File: config.mk
export PLATFORM = sky130hd
export DESIGN_NAME = mem_arbiter
export DESIGN_NICKNAME = d
export VERILOG_FILES = /design/src/rtl/cpu_types_pkg.sv /design/src/rtl/rr_pick.sv /design/src/rtl/mem_arbiter.sv
export SDC_FILE = /design/constraint.sdc
export NUM_CORES = 1
export LEC_CHECK = 0
export ABC_AREA = 1
export BUFFER_PORTS_ARGS = -buffer_cell sky130_fd_sc_hd__buf_2
export CAP_MARGIN = 30
export CELL_PAD_IN_SITES_DETAIL_PLACEMENT = 1
export CELL_PAD_IN_SITES_GLOBAL_PLACEMENT = 1
export CORE_AREA = 5 5 164 166
export CTS_BUF_LIST = sky130_fd_sc_hd__clkbuf_2
export CTS_CLUSTER_SIZE = 40
export DETAILED_ROUTE_END_ITERATION = 8
export DIE_AREA = 0 0 169 171
export PLACE_DENSITY = 0.59
export SKIP_LAST_GASP = 1
export SYNTH_ARGS = -nofsm -noshare
export SYNTH_HDL_FRONTEND = slang
export SYNTH_HIERARCHICAL = 1
export SYNTH_SLANG_ARGS = --single-unit
export TNS_END_PERCENT = 30
File: constraint.sdc
create_clock -name CLK -period 1.6 [get_ports CLK]
set_input_delay 0 -clock CLK [delete_from_list [all_inputs] [get_ports CLK]]
set_output_delay 0 -clock CLK [all_outputs]
set_load 0.005 [all_outputs]
File: src/rtl/cpu_types_pkg.sv
// Shared types for the cache/RAM side of the core complex.
package cpu_types_pkg;

   typedef logic [31:0] word_t;

   typedef enum logic [1:0] {
      FREE   = 2'd0,
      BUSY   = 2'd1,
      ACCESS = 2'd2,
      ERROR  = 2'd3
   } ramstate_t;

   typedef enum logic {
      ARB  = 1'b0,
      XFER = 1'b1
   } arb_state_t;

endpackage

File: src/rtl/rr_pick.sv
// Round-robin picker: first requester at or after ptr, wrapping modulo N.
module rr_pick #(
   parameter int N  = 2,
   parameter int IW = (N > 1) ? $clog2(N) : 1
) (
   input  logic [N-1:0]  req,
   input  logic [IW-1:0] ptr,
   output logic          valid,
   output logic [IW-1:0] idx
);

   logic [N-1:0] rot;

   // Rotate so bit 0 is the requester sitting at the pointer.
   assign rot = N'({req, req} >> ptr);

   // Scan from the far end down so the nearest requester wins.
   always_comb begin
      int sum;
      sum   = 0;
      valid = 1'b0;
      idx   = '0;
      for (int k = N - 1; k >= 0; k--) begin
         if (rot[k]) begin
            sum = int'(ptr) + k;
            if (sum >= N) sum = sum - N;
            valid = 1'b1;
            idx   = IW'(sum);
         end
      end
   end

endmodule

File: src/rtl/mem_arbiter.sv
// Shares one RAM port between per-core icache/dcache requesters.
// dcache beats icache; round-robin within each class; a dcache owner
// keeps the port across both words of a block.
//
// state | meaning
// ARB   | bubble cycle, picking the next owner, RAM idle
// XFER  | owner's request muxed onto the RAM, waiting for ACCESS
module mem_arbiter
   import cpu_types_pkg::*;
#(
   parameter int CPUS = 2
) (
   input  logic              CLK,
   input  logic              RST,
   input  logic [CPUS-1:0]   iREN,
   input  word_t             iaddr  [CPUS],
   output logic [CPUS-1:0]   iwait,
   output word_t             iload  [CPUS],
   input  logic [CPUS-1:0]   dREN,
   input  logic [CPUS-1:0]   dWEN,
   input  word_t             daddr  [CPUS],
   input  word_t             dstore [CPUS],
   output logic [CPUS-1:0]   dwait,
   output word_t             dload  [CPUS],
   output logic              ramREN,
   output logic              ramWEN,
   output word_t             ramaddr,
   output word_t             ramstore,
   input  word_t             ramload,
   input  ramstate_t         ramstate
);

   localparam int IDW = (CPUS > 1) ? $clog2(CPUS) : 1;
   typedef logic [IDW-1:0] id_t;

   arb_state_t      state;
   logic            owner_is_d;
   id_t             owner_id;
   id_t             rr_d;
   id_t             rr_i;

   logic [CPUS-1:0] d_req;
   logic            d_valid;
   logic            i_valid;
   id_t             d_idx;
   id_t             i_idx;
   logic            owner_req;
   logic            xfer_done;
   logic            xfer_drop;

   function automatic id_t next_id(input id_t id);
      if (int'(id) == CPUS - 1) return '0;
      return id + 1'b1;
   endfunction

   assign d_req = dREN | dWEN;

   rr_pick #(.N(CPUS), .IW(IDW)) u_pick_d (
      .req   (d_req),
      .ptr   (rr_d),
      .valid (d_valid),
      .idx   (d_idx)
   );

   rr_pick #(.N(CPUS), .IW(IDW)) u_pick_i (
      .req   (iREN),
      .ptr   (rr_i),
      .valid (i_valid),
      .idx   (i_idx)
   );

   // A completion needs the owner still asking; ACCESS with no request is treated as a drop.
   assign owner_req = owner_is_d ? d_req[owner_id] : iREN[owner_id];
   assign xfer_done = (state == XFER) && owner_req && (ramstate == ACCESS);
   assign xfer_drop = (state == XFER) && !owner_req;

   // Arbitration FSM: pick an owner in ARB, hold it through XFER until done or dropped.
   always_ff @(posedge CLK or posedge RST) begin
      if (RST) begin
         state      <= ARB;
         owner_is_d <= 1'b0;
         owner_id   <= '0;
         rr_d       <= '0;
         rr_i       <= '0;
      end else begin
         case (state)
            ARB: begin
               if (d_valid) begin
                  owner_is_d <= 1'b1;
                  owner_id   <= d_idx;
                  state      <= XFER;
               end else if (i_valid) begin
                  owner_is_d <= 1'b0;
                  owner_id   <= i_idx;
                  state      <= XFER;
               end
            end
            XFER: begin
               if (xfer_done) begin
                  if (!owner_is_d) begin
                     rr_i  <= next_id(owner_id);
                     state <= ARB;
                  end else if (daddr[owner_id][2]) begin
                     rr_d  <= next_id(owner_id);
                     state <= ARB;
                  end
               end else if (xfer_drop) begin
                  state <= ARB;
               end
            end
            default: state <= ARB;
         endcase
      end
   end

   // RAM-side mux and wait generation; idle values whenever not in XFER.
   always_comb begin
      iwait    = '1;
      dwait    = '1;
      ramREN   = 1'b0;
      ramWEN   = 1'b0;
      ramaddr  = '0;
      ramstore = '0;
      if (state == XFER) begin
         if (owner_is_d) begin
            ramWEN   = dWEN[owner_id];
            ramREN   = dREN[owner_id] & ~dWEN[owner_id];
            ramaddr  = daddr[owner_id];
            ramstore = dstore[owner_id];
            if (xfer_done) dwait[owner_id] = 1'b0;
         end else begin
            ramREN  = iREN[owner_id];
            ramaddr = iaddr[owner_id];
            if (xfer_done) iwait[owner_id] = 1'b0;
         end
      end
   end

   // Load data is broadcast straight from the RAM.
   always_comb begin
      for (int c = 0; c < CPUS; c++) begin
         iload[c] = ramload;
         dload[c] = ramload;
      end
   end

endmodule

# Yosys cells after proc, flatten, opt, wreduce, memory -nomap -nowiden
# Index checks and enable logic that the tools add are counted.
[totals] reg_bits=5 input_bits=234 output_inout_bits=198 elab_cells=105
[op_classes] addsub=7 n_lt_le_gt_ge=7 n_eq_ne=1 n_shift=2 n_mux=67 bitwise=7 n_reduce_logical=9
[ops] operator="$mux 32" n=13
[ops] operator="$mux 1" n=47
[ops] operator="$mux 2" n=5
[ops] operator="$shr 4x1->2" n=2
[ops] operator="$ge 2x2->1 const B" n=3
[ops] operator="$add 1x1->2 const B" n=2
[ops] operator="$ge 1x2->1 const B" n=2
[ops] operator="$logic_and 1x1->1" n=4
[ops] operator="$reduce_and 4->1" n=1
[ops] operator="$sub 1x1->1 const B" n=4
[ops] operator="$not 1->1" n=3
[ops] operator="$reduce_and 3->1" n=1
[ops] operator="$eq 2x2->1 const B" n=1
[ops] operator="$lt 1x2->1 const B" n=1
[ops] operator="$not 1->2" n=1
[ops] operator="$not 2->2" n=1
[ops] operator="$or 2x2->2" n=1
[ops] operator="$pmux 1 s2" n=1
[ops] operator="$reduce_and 2->1" n=1
[ops] operator="$reduce_bool 2->1" n=1
[ops] operator="$add 1x1->1 const B" n=1
[ops] operator="$and 1x1->1" n=1
[ops] operator="$demux 1 s1" n=1
[ops] operator="$ge 1x1->1 const B" n=1
[ops] operator="$logic_not 1->1" n=1

# Logic depth before layout (Yosys ltp)
[logic_depth] word_depth=9 depth_mapped=9 mapped_depth_nobuf=8

# By module
# The synthesis kept the hierarchy.
[modules_own_cells] mod="mem_arbiter" n_inst=1 cells_each=452 area_per_inst_um2=2752.6 seq_area_each_um2=125.1
[modules_own_cells] mod="rr_pick" n_inst=2 cells_each=4 area_per_inst_um2=18.8 seq_area_each_um2=0.0

# Worst setup path before layout
# Ideal clock, no wire load.
[synth_path] path_type="register to register" start="register owner_is_d" end="register rr_i" setup_ns=0.118 arrival_time_ns=1.055 required_ns=1.482 slack_ns=0.427 path_stages_with_launch=10 path_buffers=1 period_less_slack_ns=1.173 path_cell_list="dfrtp_1 buf_4 inv_2 nand2_1 nor2_1 nor2_4 nand2_2 nor2_4 nand3_2 nand2_1"
[synth_between] elab_chain_len=4 word_cells_on_any_way=5 cone_classes="mux: 1; bitwise: 1; reduce/logical: 3"
[synth_rtl] element="start: declaration" line_no="mem_arbiter.sv:37" rtl="logic owner_is_d;"
[synth_rtl] element="start signal: assignment" line_no="mem_arbiter.sv:81" rtl="owner_is_d <= 1'b0;"
[synth_rtl] element="start signal: assignment" line_no="mem_arbiter.sv:89" rtl="owner_is_d <= 1'b1;"
[synth_rtl] element="start signal: assignment" line_no="mem_arbiter.sv:93" rtl="owner_is_d <= 1'b0;"
[synth_rtl] element="$mux 1" line_no="mem_arbiter.sv:73" rtl="assign owner_req = owner_is_d ? d_req[owner_id] : iREN[owner_id];"
[synth_rtl] element="$logic_and 1x1->1 (2 in a row)" line_no="mem_arbiter.sv:74" rtl="assign xfer_done = (state == XFER) && owner_req && (ramstate == ACCESS);"
[synth_rtl] element="$reduce_and 3->1 (no source line) (*)"
[synth_rtl] element="end signal: assignment" line_no="mem_arbiter.sv:101" rtl="rr_i <= next_id(owner_id);"
[synth_rtl] element="end: declaration" line_no="mem_arbiter.sv:40" rtl="id_t rr_i;"
# Mark *: on every way between the ends. The rest lies on a longest branch, timed or not.
# A chain may end at the register's enable or synchronous reset.

# Worst setup path in the final report
[layout_path] start="register owner_id" end="output ramstore[24]"
[layout_between] elab_chain_len=6
[layout_rtl] element="start: declaration" line_no="mem_arbiter.sv:38" rtl="id_t owner_id;"
[layout_rtl] element="start signal: assignment" line_no="mem_arbiter.sv:90" rtl="owner_id <= d_idx;"
[layout_rtl] element="start signal: assignment" line_no="mem_arbiter.sv:94" rtl="owner_id <= i_idx;"
[layout_rtl] element="$not 1->2 (not written as such)" line_no="mem_arbiter.sv:129" rtl="ramstore = dstore[owner_id];"
[layout_rtl] element="$mux 32 (not written as such) (3 in a row)" line_no="mem_arbiter.sv:129"
[layout_rtl] element="$mux 32" line_no="mem_arbiter.sv:125" rtl="if (owner_is_d) begin"
[layout_rtl] element="$mux 32" line_no="mem_arbiter.sv:124" rtl="if (state == XFER) begin"
[layout_rtl] element="end: declaration" line_no="mem_arbiter.sv:28" rtl="output word_t ramstore,"
# Every way passes these cells. The select of a mux whose other input is x is not followed.

==> results.yml <==
power_and_ir_drop:
  power.density_mw_per_mm2: 1430
  ir_drop_uv: 424
  power_mw: 5.75
  p_leak_nw: 2.08
logic_synthesis:
  synthTopCellsByArea: "buf_4 (36%), nor2_1 (16%), a22o_1 (10%), o21ai_0 (8.4%), dfrtp_1 (4.5%)"
  synth-main-ff-cell: "dfrtp_1"
  synth.most_common_cell: "buf_4"
  async_flop_share: 1.00
  synth_top_cell_area_share: 0.363
  synth_top_area_cell: "buf_4"
  syn_avg_cell_area_um2: 6.07
  yosysUniqueCellTypes: 26
  netlist_instances: 460
  synth_edf_count: 0
  synth-seq-area-share: 0.0448
  ys_ff_latch: 5
  synth_common_cells: "buf_4 (135), nor2_1 (119), o21ai_0 (47)"
  syn_area_mm2: 0.00279
  syn-num-nets: 694
  yosys_warnings: 6
finish:
  syn2layout_area_growth_pct: 44.1
  fin_nets: 847
  finalNonFillerCells: 948
  num-fill-cells: 3272
  drive_above_1_share: 0.557
grt:
  grt_start_max_net_pins: 36
  overflow: 0
  antenna_found_initial: 1
  grt_pass1_vias: 3645
  grt_pass1_wl_um: 21200
  track_usage: 0.0951
timing:
  setup_viol: 29
  clock.fmax_mhz: 609
  finalHoldViolations: 0
  timing.final.ws_setup_ns: -0.0423
  period_share: 1.03
  fin_worst_hold_slack_ns: 0.00000352
  relSlewSlack: 0.757
  finalMaxSlewViolations: 0
  rsz0062_at_grt: "true"
  period_needed_ns: 1.64
  fin_skew_ns: 0.00144
  worst_pin_slew_ns: 0.363
run_status:
  status: "finished with violations"
  violations: "setup timing"
placement:
  place.detailed.hpwl_um: 12400
  gp_congestion: 0.822
  dp.cells: 923
  post-place-ws_ns: 0.123
  numPortBuffers: 271
clocking:
  clk_root_buffer_cell: "clkbuf_2"
  clockBufferDepth: 2
  clk_latency_ns: 0.24
  cts_tree: "done"
  cts_buffers: 3
  clock_sinks: 5
  clk_pin_slew_ns: 0.07
  htreeDepth: 1
setup_path:
  cpMostUsedCell: "buf_6"
  start_kind: "flop"
  critical_path_arrival_ns: 1.64
  crit_chain: "clkinv_4 > buf_6 > nor2_4 > buf_12 > buf_6 > a22o_1 > buf_2"
  path_class: "flop to output pin"
  slowest_delay_ns: 0.48
  required_ns: 1.60
  crit_path_end_kind: "output pin"
  cp_max_fo: 8
  cpMaxStageDelayCell: "dfrtp_2"
routing:
  wire_per_inst_um: 17.2
  wl_met1_um: 5960
  wl_met2_um: 8360
  route.met3.wl_um: 1430
  routed_via_density: 3.75
  maxUsedRoutingLayer: "met4"
  first_iter_violations: 123
  vias: 3559
  final_antenna_net_count: 0
  first_pass_iters: 4
  wirelength_um: 16300
  remaining_drc_errors: 0
floorplanning:
  die-area_mm2: 0.0289
  start_util: 0.110
  rows: 59
  die_h_um: 171
  io_pins: 432
  core_area_mm2: 0.0255
  die_x_um: 169
hold_path:
  hold_path.class: "input port to output pin"
job:
  drv_cap: 0
## timing repair
action / 4_1_cts / 5_1_grt
buffers inserted: 3 / 7
pin swaps: 4 / 17
endpoints found under the setup margin: 42 / 65
hold endpoints to repair: 5 / 0
cloned: 1 / 8
resized for setup: 6 / 42
hold buffers: 1 / 0
## state kept, by name, summed over array words and instances, names as in the netlist
| signal | cells |
|---|---|
| owner_is_d | 1 |
| owner_id | 1 |
| state | 1 |
| rr_d | 1 |
| rr_i | 1 |
## layout by cell type (no fill, tap or decap), types with 2 or more instances in the layout
cell type  count
buf_12         6
nand4_1        2
buf_2        270
dfrtp_1        2
o32ai_1       12
nand3_2        2
buf_6          7
nor2_2         9
dfrtp_2        3
a22o_1        32
inv_1         15
o21ai_0       36
nor2_1       108
o21ai_1       16
buf_4         15
inv_2          2
nor2_4         6
clkbuf_16      5
a21oi_1       21
nand2_2        3
nand2_1       20
or2_1          2
clkbuf_2       4
nand3_1        2
## worst max-delay path: cells and delay by family (launching register included)
family / cells / cell delay (ns)
buf+inv: 5 / 0.64
compound gates: 1 / 0.13
flops: 1 / 0.48
simple gates: 1 / 0.14
## layout make-up
class / instances / area (um2) / area share
repair buffers: 306 / 1840 / 0.458
multi-input cells: 279 / 1540 / 0.382
well taps: 335 / 419 / 0.104
flip-flops and latches: 5 / 129 / 0.0320
inverters: 18 / 72.6 / 0.0180
clock buffers: 4 / 20.0 / 0.00498
diodes: 1 / 2.50 / 0.000622
## layer usage
metal  track usage  up-vias
met5             0        -
met4        0.0326        0
met3        0.0323       40
met2         0.175      190
met1         0.102     1623
li1              -     1706
## worst paths after layout
check | from | end | slack [ns] | cells after the start
min | ramload[8] | dload[40] | 0.000004 | 0
max in group asynchronous | RST | owner_id$_DFFE_PP0P_ | 1.10 | 3
max | owner_id$_DFFE_PP0P_ | ramstore[24] | -0.04 | 7
max reg2reg | owner_id$_DFFE_PP0P_ | rr_i$_DFFE_PP0P_ | 0.21 | 8
min in group asynchronous | RST | rr_i$_DFFE_PP0P_ | 0.25 | 3
min reg2reg | rr_i$_DFFE_PP0P_ | rr_i$_DFFE_PP0P_ | 0.49 | 2
## power by group
group | internal, mW | switching, mW | total, mW
Combinational | 2.47 | 2.85 | 5.32
Clock | 0.0663 | 0.0645 | 0.131
Sequential | 0.195 | 0.108 | 0.302
## stage by stage
| stage | area [um2] | utilization | setup TNS (ns) |
|---|---|---|---|
| floorplan | 2790 | - | 0 |
| global placement | 3570 | 0.140 | 0 |
| detailed placement | 3570 | 0.140 | 0 |
| CTS | 3700 | 0.145 | -0.0842 |
| global route | 4020 | 0.158 | -4.70 |
| finish | 4020 | 0.158 | -0.684 |
## logic make-up after synthesis
group           synth area share
compound gates             0.283
buf+inv                    0.439
flops                     0.0448
mux                      0.00359
simple gates               0.230
Note: power is estimated with default switching activity, not from simulation.
